==> config.mk <==
export PLATFORM = sky130hd
export DESIGN_NAME = writeback_addr_gen
export DESIGN_NICKNAME = d
export VERILOG_FILES = /design/src/rtl/reg_writeback_pkg.sv /design/src/rtl/writeback_addr_gen.sv
export SDC_FILE = /design/constraint.sdc
export NUM_CORES = 1
export LEC_CHECK = 0
export BUFFER_PORTS_ARGS = -buffer_cell sky130_fd_sc_hd__buf_2
export CAP_MARGIN = 20
export CORE_AREA = 2 2 39 41
export DETAILED_ROUTE_END_ITERATION = 16
export DIE_AREA = 0 0 41 43
export PLACE_DENSITY = 0.87
export SLEW_MARGIN = 0
export SYNTH_ARGS = -nofsm -noshare
export SYNTH_HDL_FRONTEND = slang
export SYNTH_SLANG_ARGS = --single-unit
export TNS_END_PERCENT = 5
==> constraint.sdc <==
create_clock -name vclk -period 2.84
set_input_delay 0.284 -clock vclk [all_inputs]
set_output_delay 0.284 -clock vclk [all_outputs]
set_load 0.02 [all_outputs]
==> src/rtl/reg_writeback_pkg.sv <==
// Shared types and constants for the E0C6S46 register write-back path.
// Holds the destination and post-increment selectors, the FSM state type,
// and the flag bit positions, page constants and PC field codes.
package reg_writeback_pkg;

  typedef enum logic [4:0] {
    REG_A, REG_B, REG_TEMPA, REG_TEMPB,
    REG_XL, REG_XH, REG_XP, REG_YL, REG_YH, REG_YP,
    REG_SPL, REG_SPH, REG_FLAGS,
    REG_PCSL, REG_PCSH, REG_PCP,
    REG_MX, REG_MY, REG_MSP, REG_MN,
    REG_IMM_ADDR_L, REG_IMM_ADDR_H, REG_IMM_ADDR_P,
    REG_ALU, REG_ALU_WITH_FLAGS, REG_IMML, REG_IMMH, REG_HARDCODED_1
  } reg_type;

  typedef enum logic [1:0] {REG_NONE, REG_XHL, REG_YHL, REG_SP} reg_inc_type;

  typedef enum logic [1:0] {WB_IDLE, WB_MEM, WB_INC} wb_state;

  localparam int FLAG_I = 3;
  localparam int FLAG_D = 2;
  localparam int FLAG_Z = 1;
  localparam int FLAG_C = 0;

  localparam logic [3:0] MSP_PAGE = 4'h0;
  localparam logic [7:0] MN_PAGE  = 8'h00;

  localparam logic [1:0] PC_FIELD_SL = 2'd0;
  localparam logic [1:0] PC_FIELD_SH = 2'd1;
  localparam logic [1:0] PC_FIELD_P  = 2'd2;

  // Two-bit register-pair code used by the IMM_ADDR destinations.
  function automatic reg_type imm_sel(input logic [1:0] s);
    case (s)
      2'b00:   return REG_A;
      2'b01:   return REG_B;
      2'b10:   return REG_MX;
      default: return REG_MY;
    endcase
  endfunction

endpackage

==> src/rtl/writeback_addr_gen.sv <==
// Resolves IMM_ADDR destinations to a concrete target and forms the memory address.
// Purely combinational, zero latency.
// No handshake; the parent samples the results on the accepting edge.
module writeback_addr_gen
  import reg_writeback_pkg::*;
(
  input  reg_type     dest,
  input  logic [5:0]  imm,
  input  logic [11:0] x,
  input  logic [11:0] y,
  input  logic [7:0]  sp,
  output reg_type     dest_res,
  output logic [11:0] addr
);

  // Map the immediate-addressed forms onto A/B/MX/MY, then pick the address source.
  always_comb begin
    dest_res = dest;
    case (dest)
      REG_IMM_ADDR_L: dest_res = imm_sel(imm[1:0]);
      REG_IMM_ADDR_H: dest_res = imm_sel(imm[3:2]);
      REG_IMM_ADDR_P: dest_res = imm_sel(imm[5:4]);
      default:        dest_res = dest;
    endcase

    addr = 12'h000;
    case (dest_res)
      REG_MX:  addr = x;
      REG_MY:  addr = y;
      REG_MSP: addr = {MSP_PAGE, sp};
      REG_MN:  addr = {MN_PAGE, imm[3:0]};
      default: addr = 12'h000;
    endcase
  end

endmodule

==> impl_metrics.yaml, run 1 <==
cells_and_area:
  register_area_sq_um: 0
  drive_gt1_frac: 0.537
  fill_cells: 138
  clkbuf_count: 0
  area_growth_syn_to_layout_pct: 65.8
  multiInputGateArea_sq_um: 428
  n_sequential_cell: 0
  n_antenna_cell: 0
  fin_nets: 168
timing:
  finalSetupViolCount: 0
  layout_min_cycle_time_ns: 2.16
  setup_ws_ns: 0.677
  grt_setup_unrepaired: "no"
  slew_violations: 0
  fin_crit_sh: 0.761
  fin_setup_tns_ns: 0
  tightest_slew_ns: 0.618
  hold_viol_final: 0
  slew_headroom: 0.588
  timing.fmax_mhz: 462
global_route:
  grt_overflow: 0
  met2_usage: 0.347
  grt_pass1_vias: 644
  grt_max_degree: 13
  grt_antenna_before_repair: 0
  use_met3: 0.00524
  grt_use_total: 0.175
  grt-busiest-layer: "met2"
  grtUsageMet1: 0.199
  grt_pass1_wl_mm: 2.35
power:
  p_per_area_nw_per_um2: 151
  switching_share: 0.540
  ir_drop_mv: 0.0548
  seq_power_share: 0
  p_comb_frac: 1.000
  p_int_mw: 0.0530
  p_leak_nw: 0.423
  clockPowerShare: 0
  p_sw_mw: 0.0623
worst_setup_path:
  crit_chain: "buf_2 > mux2i_1 > o31ai_4 > buf_4 > mux2i_1 > nor2_1 > buf_2"
  path_buf_inv: 3
  cp-start-kind: "primary input"
  crit_family: "buffers and inverters"
  cp-startpoint: "dest[1]"
  slowest_stage: "o31ai_4"
  critPathArrivalTime_ns: 1.88
  worstPathRequired_ns: 2.56
  path_depth: 7
  slowest_delay_ns: 0.54
  end_kind: "primary output"
  cp_max_fo: 12
  setup.worst_path.class: "primary input to primary output"
  endpoint: "addr[11]"
floorplan:
  core_sq_um: 1380
  die_w_um: 41
  start_util: 0.333
  pin_count: 60
  dieArea_sq_um: 1760
  rows: 14
  die_h_um: 43
worst_hold_path:
  min_path_cells: 2
  hold_class: "primary input to primary output"
run_status:
  status: "finished, final reports clean"
synthesis:
  syn-mean-instance-area_sq_um: 6.98
  synth_area_sq_um: 460
  syn_inst: 66
  yosys_warnings: 0
  synth_nets: 109
  ys_seq_area_frac: 0
  yosys.cell_types.count: 25
cts:
  cts_resized: 0
  post_cts_buffers: 0
  postCtsHoldBufs: 0
detailed_routing:
  routed_wl_mm: 1.55
  route.detailed.drc: 0
  first_pass_iters: 4
  vias: 723
  via_per_inst: 5.20
  drt_iter0_markers: 4
  drtAntennaViolNets: 0
  post_drt_wl_per_cell_um: 11.1
placed_design:
  place_congestion: 0.805
  io_buffer_count: 60
  dpl.hpwl_mm: 1.34
  post-place-ws_ns: 0.681
run:
  cap_violations: 0
synthesized netlist by cell type, drive strengths merged:
cell / count / share of area
a21o: 3 / 0.049
a21oi: 2 / 0.030
a221oi: 3 / 0.057
a31oi: 4 / 0.054
and2: 1 / 0.014
buf: 3 / 0.046
clkbuf: 1 / 0.0081
inv: 2 / 0.016
mux2i: 10 / 0.22
nand2: 13 / 0.11
nand2b: 2 / 0.027
nand3: 1 / 0.011
nand3b: 1 / 0.043
nor2: 5 / 0.041
nor2b: 1 / 0.014
nor3: 2 / 0.022
nor3b: 1 / 0.027
o21a: 2 / 0.033
o21ai: 5 / 0.054
o2bb2ai: 1 / 0.019
o311ai: 1 / 0.019
o31ai: 2 / 0.092
worst min path at each step:
stage	start	to
after floorplan	dest[3]	dest_res[3]
after global routing	dest[3]	dest_res[3]
after CTS	dest[3]	dest_res[3]
final	dest[3]	dest_res[3]
after detailed placement	dest[3]	dest_res[3]
after global placement	dest[3]	dest_res[3]
layer usage:
layer	share of wire	vias up
met5	0	-
met4	0	0
met3	0.11	0
met2	0.52	41
met1	0.38	321
li1	-	361
power groups by stage:
stage          Clock (mW)  Combinational [mW]  Sequential (mW)
3_3_place_gp            0               0.113                0
4_1_cts                 0               0.116                0
5_1_grt                 0               0.126                0
3_5_place_dp            0               0.116                0
6_report                0               0.115                0
2_1_floorplan           0              0.0671                0
placed cells by master (no fill, tap or decap), drive strengths merged, types with 2 or more instances in the layout:
cell,instances
o31ai,2
a21o,3
nor3,2
a21oi,2
o21a,2
inv,2
o21ai,5
nor2,5
buf,61
mux2i,10
nand2b,2
nand2,13
a221oi,3
a31oi,4
area by class of cell:
| cell class | count | share of cell area |
|---|---|---|
| multi-input cells | 60 | 0.561 |
| repair buffers | 61 | 0.403 |
| well taps | 16 | 0.0262 |
| inverters | 2 | 0.00984 |
metrics by stage:
step           instance area (sq um)  instances  power [mW]  utilization  hold WS, ns
3_3_place_gp                     763        139       0.113        0.552        0.815
6_report                         763        139       0.115        0.552        0.815
2_1_floorplan                    460         66      0.0671            -        0.712
5_1_grt                          763        139       0.126        0.552        0.825
4_1_cts                          763        139       0.116        0.552        0.817
3_5_place_dp                     763        139       0.116        0.552        0.817
logic make-up (layout without fill, tap and decap cells):
logic type / count (synthesis) / count (layout) / synth area share
mux: 10 / 10 / 0.217
simple gates: 27 / 27 / 0.304
compound gates: 23 / 23 / 0.408
buf+inv: 6 / 63 / 0.0706
No activity file was read; power rests on OpenSTA's default activity.
==> run 2: changes to the inputs <==
--- a/config.mk
+++ b/config.mk
@@ -7,10 +7,10 @@
 export LEC_CHECK = 0
 export BUFFER_PORTS_ARGS = -buffer_cell sky130_fd_sc_hd__buf_2
 export CAP_MARGIN = 20
-export CORE_AREA = 2 2 39 41
+export CORE_MARGIN = 2
+export CORE_UTILIZATION = 30
 export DETAILED_ROUTE_END_ITERATION = 16
-export DIE_AREA = 0 0 41 43
-export PLACE_DENSITY = 0.87
+export PLACE_DENSITY = 0.8
 export SLEW_MARGIN = 0
 export SYNTH_ARGS = -nofsm -noshare
 export SYNTH_HDL_FRONTEND = slang
==> constraint.sdc (replaced) <==
create_clock -name vclk -period 1.8
set_input_delay 0.18 -clock vclk [all_inputs]
set_output_delay 0.18 -clock vclk [all_outputs]
set_load 0.02 [all_outputs]
==> run 2 against run 1 <==
Compared with the run above: routed wire length rose by 2.5%; via count fell by 1.9%; combinational power grew 64%; critical path depth is 1 higher; non-clock buffer count increased by 1; die area increased by 5.7%; count of clock-buffer cells in the layout unchanged; setup slack lost 0.55 ns; final area up 3.1%.
==> impl_metrics.yaml, run 2 (synthesis results as in run 1) <==
run_status:
  status: "finished, final reports clean"
detailed_routing:
  drtAntennaViolNets: 0
  drt_iter0_markers: 7
  route.detailed.drc: 0
  vias: 709
  via_per_inst: 5.06
  post_drt_wl_per_cell_um: 11.3
  routed_wl_mm: 1.59
  first_pass_iters: 4
worst_hold_path:
  hold_class: "primary input to primary output"
placed_design:
  dpl.hpwl_mm: 1.38
  io_buffer_count: 60
  dp_cells: 140
  post-place-ws_ns: 0.119
  place_congestion: 0.739
  placed_cell_area_sq_um: 783
timing:
  grt_setup_unrepaired: "no"
  timing.fmax_mhz: 599
  tightest_slew_ns: 0.297
  slew_violations: 0
  slew_headroom: 0.800
  setup_ws_ns: 0.130
  fin_crit_sh: 0.928
  whs_ns: 0.609
  fin_setup_tns_ns: 0
  layout_min_cycle_time_ns: 1.67
  hold_viol_final: 0
  finalSetupViolCount: 0
cells_and_area:
  register_area_sq_um: 0
  drive_gt1_frac: 0.548
  final_cell_area_sq_um: 787
  final_cells: 140
  final_common_cell: "buf_2"
  n_sequential_cell: 0
  clkbuf_count: 0
  utilization: 0.535
  mostFrequentLayoutCells: "buf_2, nand2_1, mux2i_1, nor2_1"
  n_antenna_cell: 0
  fin_nets: 169
  area_growth_syn_to_layout_pct: 70.9
power:
  finalPower_mw: 0.189
  ir_drop_mv: 0.102
  p_leak_nw: 0.431
  p_per_area_nw_per_um2: 240
global_route:
  grt_use_total: 0.163
  grt_overflow: 0
  grt_pass1_wl_mm: 2.48
  grt_antenna_before_repair: 0
  grt_pass1_vias: 595
  grt_max_degree: 17
floorplan:
  dieArea_sq_um: 1860
  die_h_um: 43.2
  die_w_um: 43.2
  start_util: 0.313
  rows: 14
  core_sq_um: 1470
  pin_count: 60
worst_setup_path:
  critPathArrivalTime_ns: 1.49
  cp-start-kind: "primary input"
  end_kind: "primary output"
  worstPathRequired_ns: 1.62
  cp_max_fo: 16
  setup.worst_path.class: "primary input to primary output"
cts:
  postCtsHoldBufs: 0
  post_cts_buffers: 0
  cts_resized: 0
run:
  cap_violations: 0
run 2: worst paths after layout:
check	from	end	slack, ns	depth (start not counted)
worst max-delay path	dest[3]	addr[1]	0.13	8
worst min-delay path	dest[3]	dest_res[3]	0.61	2
run 2: per-layer routing:
metal	GRT usage	routed length, um	vias up
met5	0	0	-
met4	0.0121	0	0
met3	0.0170	110	0
met2	0.284	823	29
met1	0.223	654	316
li1	-	-	364
run 2: worst max-delay path: stages:
cell and delay, ns:
buf_2 0.11, nand3b_4 0.21, o31ai_4 0.24, o31ai_4 0.12, buf_12 0.17, a221oi_1 0.22
a31oi_1 0.07, buf_2 0.17
run 2: area by class of cell:
| cell class | count | area, sq um |
|---|---|---|
| fill | 145 | 684 |
| inverter | 2 | 7.51 |
| multi-input combinational | 60 | 432 |
| tap | 16 | 20.0 |
| timing repair buffer | 62 | 328 |
run 2: power breakdown:
| group | internal, mW | total, mW | switching [mW] |
|---|---|---|---|
| clock | 0 | 0 | 0 |
| sequential | 0 | 0 | 0 |
| combinational | 0.0889 | 0.189 | 0.0999 |
| total | 0.0889 | 0.189 | 0.0999 |
